$ cat src/rtl/arb_mux_rr_pkg.sv
// Shared definitions for the round-robin valid/ready multiplexer: defaults, lock FSM states, helpers.
// The optional packet lock is enabled by defining ARB_MUX_LOCK_EN.
package arb_mux_rr_pkg;

  localparam int DEF_W = 32;
  localparam int DEF_N = 4;

  typedef enum logic {
    IDLE   = 1'b0,
    LOCKED = 1'b1
  } lock_state_t;

  // Next pointer after index idx, wrapping from n-1 back to 0.
  function automatic int ptr_wrap_inc(input int idx, input int n);
    return (idx == n - 1) ? 0 : idx + 1;
  endfunction

  function automatic logic sel_in_range(input int sel, input int n);
    return sel < n;
  endfunction

endpackage

$ cat src/rtl/rr_grant.sv
// Combinational round-robin grant: first requester at or above ptr, wrapping N-1 -> 0.
module rr_grant
  import arb_mux_rr_pkg::*;
#(
  parameter int N = DEF_N,
  localparam int SELW = $clog2(N)
) (
  input  logic [N-1:0]    req,
  input  logic [SELW-1:0] ptr,
  output logic [N-1:0]    grant
);

  int   idx;
  logic found;

  always_comb begin
    grant = '0;
    found = 1'b0;
    idx   = 0;
    for (int k = 0; k < N; k++) begin
      idx = (int'(ptr) + k) % N;
      if (!found && req[idx[SELW-1:0]]) begin
        grant[idx[SELW-1:0]] = 1'b1;
        found                = 1'b1;
      end
    end
  end

endmodule

$ cat src/rtl/arb_mux_rr.sv
// N-way W-bit round-robin mux with per-input valid/ready, select override and one output register.
// Define ARB_MUX_LOCK_EN to add in_last and hold the grant on one input until its packet ends.
module arb_mux_rr
  import arb_mux_rr_pkg::*;
#(
  parameter int W = DEF_W,
  parameter int N = DEF_N,
  localparam int SELW = $clog2(N)
) (
  input  logic            clk,
  input  logic            rst_n,
  input  logic [N*W-1:0]  in_data,
  input  logic [N-1:0]    in_valid,
  output logic [N-1:0]    in_ready,
`ifdef ARB_MUX_LOCK_EN
  input  logic [N-1:0]    in_last,
`endif
  input  logic            force_en,
  input  logic [SELW-1:0] force_sel,
  output logic [W-1:0]    out_data,
  output logic [SELW-1:0] out_sel,
  output logic            out_valid,
  input  logic            out_ready
);

  logic [W-1:0]    lane [N];
  logic [W-1:0]    data_reg;
  logic [SELW-1:0] sel_reg;
  logic [SELW-1:0] ptr_reg;
  logic            valid_reg;
  logic            load;
  logic            force_hit;
  logic            force_used;
  logic            locked;
  logic            last_beat;
  logic            xfer;
  logic [SELW-1:0] lock_sel;
  logic [SELW-1:0] xfer_idx;
  logic [N-1:0]    rr_gnt;
  logic [N-1:0]    grant;

  generate
    for (genvar gi = 0; gi < N; gi++) begin : g_lane
      assign lane[gi] = in_data[gi*W +: W];
    end
  endgenerate

  rr_grant #(.N(N)) u_rr_grant (
    .req   (in_valid),
    .ptr   (ptr_reg),
    .grant (rr_gnt)
  );

  assign load      = !valid_reg | out_ready;
  assign force_hit = sel_in_range(int'(force_sel), N) && in_valid[force_sel];

  // Priority: an open packet lock beats the override, which beats round-robin.
  always_comb begin
    grant      = rr_gnt;
    force_used = 1'b0;
    if (locked) begin
      grant           = '0;
      grant[lock_sel] = in_valid[lock_sel];
    end else if (force_en) begin
      force_used = 1'b1;
      grant      = '0;
      if (force_hit) begin
        grant[force_sel] = 1'b1;
      end
    end
  end

  assign in_ready = grant & {N{load}};
  assign xfer     = |(in_valid & in_ready);

  always_comb begin
    xfer_idx = '0;
    for (int i = 0; i < N; i++) begin
      if (grant[i]) begin
        xfer_idx = SELW'(i);
      end
    end
  end

`ifdef ARB_MUX_LOCK_EN
  lock_state_t     state_reg;
  lock_state_t     state_next;
  logic [SELW-1:0] lock_sel_reg;

  assign last_beat = in_last[xfer_idx];
  assign lock_sel  = lock_sel_reg;

  always_ff @(posedge clk or negedge rst_n) begin
    if (!rst_n) begin
      state_reg    <= IDLE;
      lock_sel_reg <= '0;
    end else begin
      state_reg <= state_next;
      if (state_reg == IDLE && xfer) begin
        lock_sel_reg <= xfer_idx;
      end
    end
  end

  always_comb begin
    state_next = state_reg;
    case (state_reg)
      IDLE:    if (xfer && !last_beat) state_next = LOCKED;
      LOCKED:  if (xfer && last_beat)  state_next = IDLE;
      default: state_next = IDLE;
    endcase
  end

  always_comb begin
    locked = (state_reg == LOCKED);
  end
`else
  assign last_beat = 1'b1;
  assign lock_sel  = '0;
  assign locked    = 1'b0;
`endif

  always_ff @(posedge clk or negedge rst_n) begin
    if (!rst_n) begin
      data_reg  <= '0;
      sel_reg   <= '0;
      valid_reg <= 1'b0;
      ptr_reg   <= '0;
    end else if (xfer) begin
      data_reg  <= lane[xfer_idx];
      sel_reg   <= xfer_idx;
      valid_reg <= 1'b1;
      if (!force_used && last_beat) begin
        ptr_reg <= SELW'(ptr_wrap_inc(int'(xfer_idx), N));
      end
    end else if (out_ready) begin
      valid_reg <= 1'b0;
    end
  end

  assign out_data  = data_reg;
  assign out_sel   = sel_reg;
  assign out_valid = valid_reg;

endmodule
$ cat config.mk
export PLATFORM = sky130hd
export DESIGN_NAME = arb_mux_rr
export DESIGN_NICKNAME = d
export VERILOG_FILES = /design/src/rtl/arb_mux_rr_pkg.sv /design/src/rtl/rr_grant.sv /design/src/rtl/arb_mux_rr.sv
export SDC_FILE = /design/constraint.sdc
export NUM_CORES = 1
export LEC_CHECK = 0
export CAP_MARGIN = 40
export CORE_UTILIZATION = 50
export CTS_BUF_LIST = sky130_fd_sc_hd__clkbuf_4
export DETAILED_ROUTE_END_ITERATION = 16
export DONT_BUFFER_PORTS = 1
export HOLD_SLACK_MARGIN = 0.05
export PLACE_DENSITY = 0.73
export SYNTH_ARGS = -nofsm -noshare
export SYNTH_HDL_FRONTEND = slang
export SYNTH_HIERARCHICAL = 1
export SYNTH_SLANG_ARGS = --single-unit
export TNS_END_PERCENT = 5
$ cat constraint.sdc
create_clock -name clk -period 5.5 [get_ports clk]
set_clock_uncertainty 0.2 [all_clocks]
set_input_delay 0.275 -clock clk [delete_from_list [all_inputs] [get_ports clk]]
set_output_delay 0.275 -clock clk [all_outputs]
set_load 0.05 [all_outputs]
**Word-level counts from Yosys, hierarchy flattened**

Cells that the tools add are included.

- Add/sub/neg operators: 4
- Multipliers: 0
- Divide/modulo/power cells: 0
- $lt $le $gt $ge: 11
- Eq/ne operators: 1
- Shift-type cells: 0
- Mux-type cells: 39
- Bitwise gates (word level): 8
- Reduce and logical (&&, ||, !) cells: 15

Operators with widths:

| cell | number |
|---|---|
| $bmux W32 S2 | 1 |
| $mux W32 | 2 |
| $mux W4 | 6 |
| $mux W1 | 17 |
| $lt A2 B3 Y1 const B | 5 |
| $or A4 B4 Y4 | 3 |
| $bmux W1 S2 | 5 |
| $demux W1 S2 | 5 |
| $ge A2 B1 Y1 const B | 5 |
| $and A4 B4 Y4 | 2 |
| $logic_and A1 B1 Y1 | 8 |
| $mux W2 | 3 |
| $add A2 B1 Y2 const B | 2 |
| $add A2 B2 Y2 const B | 2 |
| $logic_not A1 Y1 | 4 |
| $reduce_or A4 Y1 | 1 |
| $ge A3 B3 Y1 const B | 1 |
| $not A2 Y3 | 1 |
| $eq A2 B1 Y1 const B | 1 |
| $reduce_and A2 Y1 | 1 |
| $reduce_bool A2 Y1 | 1 |
| $not A1 Y1 | 1 |
| $or A1 B1 Y1 | 1 |

- Flip-flop bits (word level): 37
- Bits in latches: 0
- RAM bits: 0
- Bits in read-only memories: 0
- Input bits: 138
- Output and inout port bits: 39
- Memories: 0

**Logic depth before layout (Yosys ltp)**

Gate-level depths: netlist of run 1.

- Depth in word-level cells: 20
- Mapped depth: 13

**By module**

The synthesis of run 1 kept the hierarchy.

By module, submodules not included:

| module | times used | cells each | area each (um^2) | sequential area each (um^2) |
|---|---|---|---|---|
| arb_mux_rr | 1 | 291 | 2,494.9 | 925.9 |
| rr_grant | 1 | 36 | 337.8 | 0.0 |

**Worst setup path before layout of run 1**

No wires, ideal clock.

- Path type: flip-flop to output port
- Start point: register ptr_reg[0]
- End point: output in_ready[1]
- Arrival: 3.092 ns
- Slack: 1.933 ns
- Cell stages (with the launch flop): 12
- Path buffers: 2
- Cells stage by stage: dfrtp_1 -> inv_1 -> ha_1 -> mux4_2 -> nor4b_4 -> nand2_1 -> o211ai_1 -> nor2b_1 -> a21o_1 -> buf_6 -> buf_4 -> nor2b_1

- Cells in the longest elaborated chain, start to end: 14
- Elaborated cells on any way between the ends: 49

RTL lines:

| item | line | text |
|---|---|---|
| from (decl) | arb_mux_rr.sv:29 | `logic [SELW-1:0] ptr_reg;` |
| from (signal assigned) | arb_mux_rr.sv:134 | `ptr_reg <= SELW'(ptr_wrap_inc(int'(xfer_idx), N));` |
| parallel branches: the longest is 11 deep, another holds $lt A2 B3 Y1 | - |  |
| $mux W4 (*) | rr_grant.sv:22 | `if (!found && req[idx[SELW-1:0]]) begin` |
| net rr_gnt[1] | arb_mux_rr.sv:39 | `logic [N-1:0] rr_gnt;` |
| $mux W4 (*) | arb_mux_rr.sv:64 | `end else if (force_en) begin` |
| $and A4 B4 Y4 (*) | arb_mux_rr.sv:73 | `assign in_ready = grant & {N{load}};` |
| to (decl) | arb_mux_rr.sv:14 | `output logic [N-1:0] in_ready,` |

Mark *: on every way through the listed nets, which the timed path passes. The select of a mux whose other input is x is not followed.

**Worst setup path after layout of run 1**

- Start point: register ptr_reg[0]
- End point: register data_reg[9], in the netlist out_data[9]

- Elaborated cells on any way between the ends: 58

RTL lines:

| item | line | text |
|---|---|---|
| parallel branches: the longest is 11 deep, another holds $lt A2 B3 Y1 | - |  |
| $mux W4 (*) | rr_grant.sv:22 |  |
| net rr_gnt[3] | arb_mux_rr.sv:39 |  |
| $mux W4 (*) | arb_mux_rr.sv:64 |  |
| $mux W2 | arb_mux_rr.sv:79 | `if (grant[i]) begin` |
| $not A2 Y3 (not written as such) | arb_mux_rr.sv:130 | `data_reg <= lane[xfer_idx];` |
| $bmux W32 S2 | arb_mux_rr.sv:130 |  |
| $mux W32 (not written as such) (2 in series) | arb_mux_rr.sv:130 |  |
| to (signal assigned) | arb_mux_rr.sv:130 |  |
| to (decl) | arb_mux_rr.sv:27 | `logic [W-1:0] data_reg;` |

Marks and branches as above.
A chain may end at the register's enable or synchronous reset.

==> flow_summary.toml, run 1 <==
[critical_path]
cp_data_required_time_ps = 5580
critPathLaunch = "ptr_reg[0]$_DFFE_PN0P_"
endpoint = "out_data[9]$_DFFE_PN0P_"
critPathMaxFanout = 18
reg2reg_from = "ptr_reg[0]$_DFFE_PN0P_"
critPathCaptureType = "flip-flop"
rr_worst_depth = 13
start_kind = "flip-flop"
crit_type = "flip-flop to flip-flop"
crit_arrival_ps = 4720
worstReg2RegEnd = "out_data[9]$_DFFE_PN0P_"
r2r_slack_ps = 860

[die]
dieHeight_um = 77.3
std_cell_rows = 27
io_pins = 177
start_util = 0.518
die_w_um = 77.3
core_area_um2 = 5470
design.die.area_um2 = 5970

[timing]
fin_crit_ps = 4640
fmax_ghz = 0.215
rsz0062_at_grt = "false"
setup_viol = 0
tightest_slew_ps = 884
timing.final.crit_share = 0.845
finalHoldViolations = 0
tns_ps = 0
max_slew_margin = 0.409
final_max_slew_viol_count = 0

[global_routing]
grt_pass1_wl_um = 13600
gr-total-overflow = 0
grt_max_degree = 38
groute.usage.overall = 0.293
antenna_found_initial = 0
grt_pass1_vias = 2760

[finish]
drive_gt1_frac = 0.0703
diodes = 0
final_common_cell = "dlygate4sd3_1"
fin_cells = 456
area_delta_synth_final_pct = 28.1
nNetsFinal = 527
largest_reg_flops = 32
design_area_um2 = 3630
layout_common_cells = "dlygate4sd3_1 (66), nor2_1 (39), a21oi_1 (39), nand2_1 (39), dfrtp_1 (37)"

[synth]
synth-seq-cells = 37
ys_seq_area_frac = 0.327
synth.distinct_cells = 35
ys_warn_count = 6
syn_area_per_cell_um2 = 8.66
yosys-top-cells-area = "dfrtp_1 (33%), mux2i_1 (12%), o211a_1 (11%)"
synth_top_area_frac = 0.327
synth_top_area_cell = "dfrtp_1"
synth_fp_nets = 471
synth_cells = 327
synth_area_um2 = 2830

[clock_tree]
htreeDepth = 2
cts_buffer_depth = 2
cts_buffers = 5
cts_tree = "done"
post_cts_buffers = 0
cts.sinks = 37
clk_latency_ps = 340
clkTransAtPathRegs_ps = 130
clock-root-buffer = "clkbuf_4"

[drt]
drt-pass1-iter-count = 5
first_iter_violations = 223
drt_wl_total_um = 8800
vias = 2865
ant_nets = 0
viasPerCell = 6.28
drc = 0
wl_per_cell_um = 19.3

[placed_design]
gp_congestion = 0.896
place_area_um2 = 2900
portBuffers = 0
place_inst = 381
dp_hpwl_um = 5360

[hold_path]
min_path_type = "input pin to asynchronous set/reset pin"

[pwr]
leakagePower_nw = 1.54
p_per_area_nw_per_um2 = 753
ir_worst_vdd_mv = 0.384

[status]
status = "finished clean"

[run]
max_cap_viol_count = 0
metrics by stage:
step                 util  total power, mW  setup WS, ps  hold slack, ps
global placement    0.513             2.15          1400            -220
finish              0.663             2.73           855             159
CTS                 0.663             2.68           889             150
detailed placement  0.529             2.26          1480            -220
floorplan               -             2.01          1930            -221
global route        0.663             2.90           478             157
worst max-delay path: stages, from the launching register on:
cell	delay (ps)
dfrtp_1	560
inv_1	150
ha_1	340
mux4_2	390
a21oi_1	190
a21o_2	110
o211ai_1	80
nand2b_1	120
and2_1	510
nand2_1	610
buf_8	360
o211a_1	220
dlygate4sd3_1	560
a21oi_1	170
final cells by class:
class | instances | area (um2)
clock buffer | 5 | 37.5
clock inverter | 3 | 16.3
fill | 474 | 1840
inverter | 7 | 26.3
multi-input combinational | 257 | 1750
sequential | 37 | 926
tap | 72 | 90.1
timing repair buffer | 75 | 788
timing repair:
item	CTS	global route
hold buffers	67	0
endpoints found under the hold margin	70	0
gates resized for setup	0	0
cells by family (layout without fill, tap and decap cells):
| kind of cell | after synthesis | after routing | synth area share |
|---|---|---|---|
| compound gates | 87 | 87 | 0.226 |
| fa+ha+maj | 6 | 6 | 0.0265 |
| buf+inv | 33 | 90 | 0.0614 |
| flops | 37 | 37 | 0.327 |
| mux | 38 | 38 | 0.155 |
| simple gates | 126 | 126 | 0.204 |
how the worst min path moves through the flow:
| stage | endpoint | slack, ps |
|---|---|---|
| final | out_data[15]$_DFFE_PN0P_ | 160 |
| after global routing | out_valid$_DFFE_PN0P_ | 160 |
| after CTS | out_valid$_DFFE_PN0P_ | 150 |
| after detailed placement | out_data[15]$_DFFE_PN0P_ | -220 |
| after global placement | out_data[15]$_DFFE_PN0P_ | -220 |
| after floorplan | out_data[0]$_DFFE_PN0P_ | -220 |
Yosys cell counts, drive strengths merged:
library cell / instances
a21bo: 1
a21o: 5
a21oi: 39
a31oi: 1
a41oi: 1
and2: 1
and2b: 1
and3b: 1
and4b: 1
buf: 18
clkbuf: 8
dfrtp: 37
ha: 6
inv: 7
mux2: 1
mux2i: 33
mux4: 4
nand2: 39
nand2b: 1
nand3: 33
nand4: 1
nor2: 39
nor2b: 5
nor3b: 1
nor4b: 1
o211a: 32
o211ai: 4
o21ai: 4
or2: 2
power breakdown:
| group | internal, mW | switching (mW) |
|---|---|---|
| clock network | 0.0488 | 0.102 |
| registers | 0.410 | 0.587 |
| logic | 0.787 | 0.798 |
| total | 1.25 | 1.49 |
per-layer routing:
metal / track usage / share of wire
met5: 0 / 0
met4: 0.123 / 0.031
met3: 0.0643 / 0.079
met2: 0.504 / 0.51
met1: 0.349 / 0.38
Note: power is estimated with default switching activity, not from simulation.
==> run 2: changes to the inputs <==
--- a/config.mk
+++ b/config.mk
@@ -5,13 +5,14 @@
 export SDC_FILE = /design/constraint.sdc
 export NUM_CORES = 1
 export LEC_CHECK = 0
+export ABC_AREA = 1
 export CAP_MARGIN = 40
 export CORE_UTILIZATION = 50
 export CTS_BUF_LIST = sky130_fd_sc_hd__clkbuf_4
 export DETAILED_ROUTE_END_ITERATION = 16
 export DONT_BUFFER_PORTS = 1
 export HOLD_SLACK_MARGIN = 0.05
-export PLACE_DENSITY = 0.73
+export PLACE_DENSITY = 0.76
 export SYNTH_ARGS = -nofsm -noshare
 export SYNTH_HDL_FRONTEND = slang
 export SYNTH_HIERARCHICAL = 1
==> constraint.sdc (replaced) <==
create_clock -name clk -period 4.1 [get_ports clk]
set_clock_uncertainty 0.2 [all_clocks]
set_input_delay 0.205 -clock clk [delete_from_list [all_inputs] [get_ports clk]]
set_output_delay 0.205 -clock clk [all_outputs]
set_load 0.05 [all_outputs]
==> run 2 against run 1 <==
Compared with the run above:
- utilization is 4.8 points higher
- global-route usage up 4.8 points
- cell count is 100% higher
- register-to-register slack lost 460 ps
- maximum frequency increased by 25%
- die area is 32% higher
- first-iteration DRC count rose by 45%
- final area is 42% higher
- combinational power rose by 61%
- count of clock-buffer cells in the layout rose by 1
- synthesized cell count up 120%
- largest cell class unchanged
- largest power group unchanged
- highest routed layer unchanged
==> flow_summary.toml, run 2 <==
[status]
status = "finished clean"

[placed_design]
place_ws_ps = 656
dp_hpwl_um = 7410
place_inst = 790
portBuffers = 0
gp_congestion = 0.907

[synth]
ys_warn_count = 6
ys_async_sr_fraction = 1.00
synth_cells = 709
yosys-top-cells-area = "nand2_1 (32%), dfrtp_1 (25%), inv_1 (14%)"
syn_area_per_cell_um2 = 5.31
synth_edf_count = 0
synth_top_area_cell = "nand2_1"
synth_common_cells = "nand2_1 (324), inv_1 (136), nor2_1 (72), nand3_1 (62), dfrtp_1 (37)"
synth.distinct_cells = 27
synth-seq-cells = 37
ys_seq_area_frac = 0.246
synth_flop_cell = "dfrtp_1"
synth_most_common_cell = "nand2_1"
synth_area_um2 = 3760
synth_fp_nets = 853
synth_top_area_frac = 0.323

[global_routing]
antenna_found_initial = 0
grt_pass1_wl_um = 20500
grt_max_degree = 40
grt_pass1_vias = 4573
gr-total-overflow = 0
groute.usage.overall = 0.341

[finish]
diodes = 0
fin_cells = 923
nNetsFinal = 967
drive_gt1_frac = 0.0558
layout_common_cells = "nand2_1 (324), inv_1 (136), dlygate4sd3_1 (124), nor2_1 (71), nand3_1 (62)"
area_delta_synth_final_pct = 37.0
largest_reg_flops = 32
final_common_cell = "nand2_1"

[die]
core_area_um2 = 7250
std_cell_rows = 31
start_util = 0.519
io_pins = 177
dieHeight_um = 88.8
design.die.area_um2 = 7880
die_w_um = 88.8

[critical_path]
cp_data_required_time_ps = 4190
endpoint = "out_data[14]$_DFFE_PN0P_"
critPathCaptureType = "flip-flop"
crit_type = "flip-flop to flip-flop"
crit_arrival_ps = 3790
r2r_slack_ps = 400
start_kind = "flip-flop"
critPathMaxFanout = 34
path_cells = "inv_2 > ha_1 > inv_1 > nand3_1 > nand2_1 > nand2_4 > inv_2 > nand3_1 > nand3_1 > nand2_2 > inv_2 > nor2_4 > buf_6 > nand2_4 > nand2_1 > nand2_1 > dlygate4sd3_1 > nand2_1 > nand2_1 > nand2_1"
critPathMaxStageDelay_ps = 570
crit_top_cell = "nand2_1"
reg2reg_from = "ptr_reg[0]$_DFFE_PN0P_"
critPathSlowestCell = "dlygate4sd3_1"
worstReg2RegEnd = "out_data[14]$_DFFE_PN0P_"
critPathLaunch = "ptr_reg[0]$_DFFE_PN0P_"
rr_worst_depth = 20

[drt]
wl_per_cell_um = 14.4
drc = 0
vias = 4735
first_iter_violations = 323
drt-pass1-iter-count = 5
drt_wl_total_um = 13300
ant_nets = 0
viasPerCell = 5.13

[pwr]
p_total_mw = 4.13
leakagePower_nw = 3.04
p_per_area_nw_per_um2 = 801
ir_worst_vdd_mv = 0.479

[clock_tree]
clkTransAtPathRegs_ps = 120
clock-root-buffer = "clkbuf_4"
cts_tree = "done"
cts_buffers = 5
cts.sinks = 37
cts_buffer_depth = 2
htreeDepth = 2
clk_latency_ps = 340

[timing]
timing.final.crit_share = 0.903
tightest_slew_ps = 888
fmax_ghz = 0.270
max_slew_margin = 0.406
finalHoldViolations = 0
tns_ps = 0
worst_slack_ps = 397
final_max_slew_viol_count = 0
whs_ps = 58.0
setup_viol = 0
rsz0062_at_grt = "false"
fin_crit_ps = 3700

[run]
max_cap_viol_count = 0

[hold_path]
min_path_type = "input pin to flip-flop"
run 2: cell types whose count changed after synthesis, moves of 9 or more:
| cell | delta |
|---|---|
| a21oi_1 | -37 |
| nand2_1 | +285 |
| inv_1 | +129 |
| nand2_2 | +9 |
| nand3_1 | +29 |
| o211a_1 | -32 |
| nor2_1 | +33 |
| mux2i_1 | -33 |
| clkinv_1 | +11 |
run 2: final cells by class:
cell class / count / area [um2]
Sequential cell: 37 / 928
Inverter: 152 / 573
Fill cell: 591 / 2090
Timing Repair Buffer: 136 / 1360
Clock buffer: 6 / 45.0
Clock inverter: 2 / 33.8
Tap cell: 99 / 124
Multi-Input combinational cell: 491 / 2090
run 2: cells by family after synthesis:
group / Yosys count / share of synthesized area
AOI/OAI and AO/OA: 6 / 0.0106
adders and majority gates: 6 / 0.0199
buffers and inverters: 181 / 0.203
DFF: 37 / 0.246
and+or+nand+nor: 479 / 0.520
run 2: worst min path at each step:
stage / cells after the start / to / slack, ps / from
floorplan: 0 / out_data[0]$_DFFE_PN0P_ / -290 / rst_n
global placement: 0 / out_data[20]$_DFFE_PN0P_ / -290 / rst_n
detailed placement: 0 / out_data[18]$_DFFE_PN0P_ / -290 / rst_n
CTS: 8 / out_data[31]$_DFFE_PN0P_ / 50 / in_data[127]
global route: 8 / out_data[31]$_DFFE_PN0P_ / 100 / in_data[127]
finish: 8 / out_data[6]$_DFFE_PN0P_ / 60 / in_data[102]
run 2: report_power, final:
| part | internal, mW | switching [mW] |
|---|---|---|
| Sequential | 0.542 | 0.771 |
| Clock | 0.134 | 0.134 |
| Combinational | 1.06 | 1.50 |
| Total | 1.73 | 2.40 |
run 2: per-stage QoR:
step	util	instance area (um2)
after floorplan	-	3760
after global placement	0.524	3800
after detailed placement	0.524	3800
after CTS	0.709	5140
after global routing	0.711	5160
final	0.711	5160
run 2: what timing repair did:
item	CTS	global route
buffers inserted	0	0
endpoints found under the setup margin	0	32
hold buffers	125	0
hold endpoints to repair	72	0
gates resized for setup	0	6
run 2: layer usage:
| layer | vias to the layer above | track usage | share of wire |
|---|---|---|---|
| met5 | - | 0 | 0 |
| met4 | 0 | 0.201 | 0.053 |
| met3 | 84 | 0.0989 | 0.093 |
| met2 | 296 | 0.576 | 0.49 |
| met1 | 2097 | 0.381 | 0.37 |
| li1 | 2258 | - | - |
run 2: worst max-delay path, delay by kind of cell, from the launching register on:
kind / cells / cell delay [ps]
simple gates: 13 / 1410
flops: 1 / 490
fa+ha+maj: 1 / 350
buf+inv: 6 / 1160
==> run 3: changes to the inputs <==
--- a/config.mk
+++ b/config.mk
@@ -7,14 +7,13 @@
 export LEC_CHECK = 0
 export ABC_AREA = 1
 export CAP_MARGIN = 40
-export CORE_UTILIZATION = 50
+export CORE_UTILIZATION = 23
 export CTS_BUF_LIST = sky130_fd_sc_hd__clkbuf_4
 export DETAILED_ROUTE_END_ITERATION = 16
 export DONT_BUFFER_PORTS = 1
 export HOLD_SLACK_MARGIN = 0.05
-export PLACE_DENSITY = 0.76
+export PLACE_DENSITY = 0.45
 export SYNTH_ARGS = -nofsm -noshare
 export SYNTH_HDL_FRONTEND = slang
-export SYNTH_HIERARCHICAL = 1
 export SYNTH_SLANG_ARGS = --single-unit
 export TNS_END_PERCENT = 5
==> run 3 against run 2 <==
Compared with the run above:
- synthesized cell count is 14% lower
- global-route usage is 18 points lower
- via count is 12% lower
- area after synthesis is 2.8% lower
- critical path depth stayed put
- routed wire length is 0.58% lower
- worst setup slack worse by 120 ps
- count of clock-buffer cells in the layout is 1 lower
- power is 8.9% higher
- sequential power hardly changed
- sequential cell count stayed put
- critical path type unchanged
- critical endpoint unchanged
- largest cell class unchanged
==> flow_summary.toml, run 3 <==
[clock_tree]
clk_latency_ps = 360
cts_buffers = 5
cts.sinks = 37
clock-root-buffer = "clkbuf_4"
cts_tree = "done"
htreeDepth = 2
cts_buffer_depth = 2
clkTransAtPathRegs_ps = 140

[drt]
drt_wl_total_um = 13200
drt-met1-wl_um = 5480
vias = 4153
drc = 0
drt-pass1-iter-count = 4
viasPerCell = 4.40
ant_nets = 0
route.met3.wl_um = 903
highest_layer = "met5"
wl_met2_um = 6560
wl_per_cell_um = 14.0
first_iter_violations = 148

[global_routing]
grt_pass1_vias = 4232
grt_pass1_wl_um = 20300
groute.usage.overall = 0.157
antenna_found_initial = 1
grt_max_degree = 65
gr-total-overflow = 0

[synth]
synth-seq-cells = 37
synth_top_area_frac = 0.275
yosys-top-cells-area = "nand2_1 (27%), dfrtp_1 (25%), inv_1 (8.2%)"
synth_top_area_cell = "nand2_1"
synth.distinct_cells = 27
synth_area_um2 = 3660
syn_area_per_cell_um2 = 6.02
ys_async_sr_fraction = 1.00
synth_fp_nets = 753
synth_flop_cell = "dfrtp_1"
synth_cells = 608
synth_common_cells = "nand2_1 (268), inv_1 (80), nor2_1 (72), dfrtp_1 (37), nand3b_1 (33)"
ys_warn_count = 0
synth_edf_count = 0
synth_most_common_cell = "nand2_1"
ys_seq_area_frac = 0.253

[critical_path]
start_kind = "flip-flop"
path_buf_inv = 6
crit_arrival_ps = 3940
path_cells = "inv_2 > ha_1 > inv_1 > nand3_1 > nand2_1 > nand2_4 > nor2_4 > nand2_1 > nand3_1 > nand2_1 > clkinv_1 > nand3_4 > buf_16 > a21oi_2 > nand2_1 > dlygate4sd3_1 > nand2_1 > dlygate4sd3_1 > nand2_1 > nand2_1"
crit_top_cell = "nand2_1"
crit_type = "flip-flop to flip-flop"
critPathMaxFanout = 32
critPathCaptureType = "flip-flop"
crit_family = "buffers and inverters"
critPathSlowestCell = "dlygate4sd3_1"
cp_data_required_time_ps = 4210
critPathMaxStageDelay_ps = 550

[timing]
finalHoldViolations = 0
tightest_slew_ps = 529
whs_ps = 122
rsz0062_at_grt = "false"
timing.final.crit_share = 0.933
max_slew_margin = 0.647
fin_crit_ps = 3830
setup_viol = 0
final_max_slew_viol_count = 0
fmax_ghz = 0.261
tns_ps = 0

[die]
io_pins = 177
design.die.area_um2 = 16400
dieHeight_um = 128
start_util = 0.238
core_area_um2 = 15400
die_w_um = 128
std_cell_rows = 45

[status]
status = "finished clean"

[finish]
layout_common_cells = "nand2_1 (268), dlygate4sd3_1 (130), inv_1 (79), nor2_1 (72), dfrtp_1 (35)"
area_delta_synth_final_pct = 45.4
layout.filler_cells = 1645
final_common_cell = "nand2_1"
largest_reg_flops = 32
drive_gt1_frac = 0.0997
seqCellArea_um2 = 928
diodes = 0
nNetsFinal = 877
multiInputGateArea_um2 = 2250

[pwr]
leakagePower_nw = 2.72
p_per_area_nw_per_um2 = 845
p_total_mw = 4.50
ir_worst_vdd_mv = 0.292

[run]
max_cap_viol_count = 0

[placed_design]
portBuffers = 0
gp_congestion = 0.836
dp_hpwl_um = 8370

[hold_path]
min_path_type = "input pin to asynchronous set/reset pin"
[run 3: area by class of cell]
type	count	area share
multi-input cells	458	0.423
repair buffers	147	0.280
flip-flops and latches	37	0.174
inverters	83	0.0590
well taps	211	0.0496
clock buffers	5	0.00705
clock inverters	2	0.00658
[run 3: logic make-up after synthesis]
kind of cell | after synthesis | share of synthesized area
and+or+nand+nor | 411 | 0.495
buffers and inverters | 113 | 0.140
adders and majority gates | 7 | 0.0239
DFF | 37 | 0.253
AOI/OAI and AO/OA | 40 | 0.0879
[run 3: where the power goes]
group / internal (mW) / switching, mW
sequential: 0.541 / 0.751
clock: 0.124 / 0.142
combinational: 1.33 / 1.62
total: 1.99 / 2.51
[run 3: worst paths after layout]
check | start | end | slack, ps | depth (start not counted)
hold / removal | rst_n | out_data[25]$_DFFE_PN0P_ | 120 | 2
min in group clk | in_valid[1] | out_data[25]$_DFFE_PN0P_ | 190 | 5
hold reg to reg | ptr_reg[1]$_DFFE_PN0P_ | ptr_reg[1]$_DFFE_PN0P_ | 440 | 2
max in group asynchronous | rst_n | out_data[16]$_DFFE_PN0P_ | 3360 | 2
setup / recovery | ptr_reg[1]$_DFFE_PN0P_ | out_data[14]$_DFFE_PN0P_ | 270 | 20
setup reg to reg | ptr_reg[1]$_DFFE_PN0P_ | out_data[14]$_DFFE_PN0P_ | 270 | 20
[run 3: timing repair]
action | CTS | global route
gates resized for setup | 0 | 7
endpoints found under the setup margin | 0 | 16
hold buffers | 131 | 0
buffers inserted | 0 | 2
endpoints found under the hold margin | 72 | 0
[run 3: worst reg2reg max path, cell delays in order, from the launching register on]
cell and delay (ps):
dfrtp_2 500, inv_2 100, ha_1 330, inv_1 110, nand3_1 80, nand2_1 110, nand2_4 70, nor2_4 140
nand2_1 70, nand3_1 80, nand2_1 80, clkinv_1 90, nand3_4 140, buf_16 230, a21oi_2 150, nand2_1 60
dlygate4sd3_1 550, nand2_1 50, dlygate4sd3_1 540, nand2_1 50, nand2_1 50
[run 3: routing by layer]
metal  global-route usage  vias to the layer above
met1                0.177                     1914
met3               0.0409                       23
met5                    0                        -
met4               0.0415                        2
li1                     -                     2069
met2                0.289                      145
[run 3: through the flow]
step	cell area [um2]	setup slack [ps]	utilization	std cells
global placement	3860	851	0.251	802
global route	5320	58.8	0.346	943
detailed placement	3860	788	0.251	802
finish	5320	273	0.346	943
floorplan	3660	861	-	608
CTS	5250	16.2	0.342	940
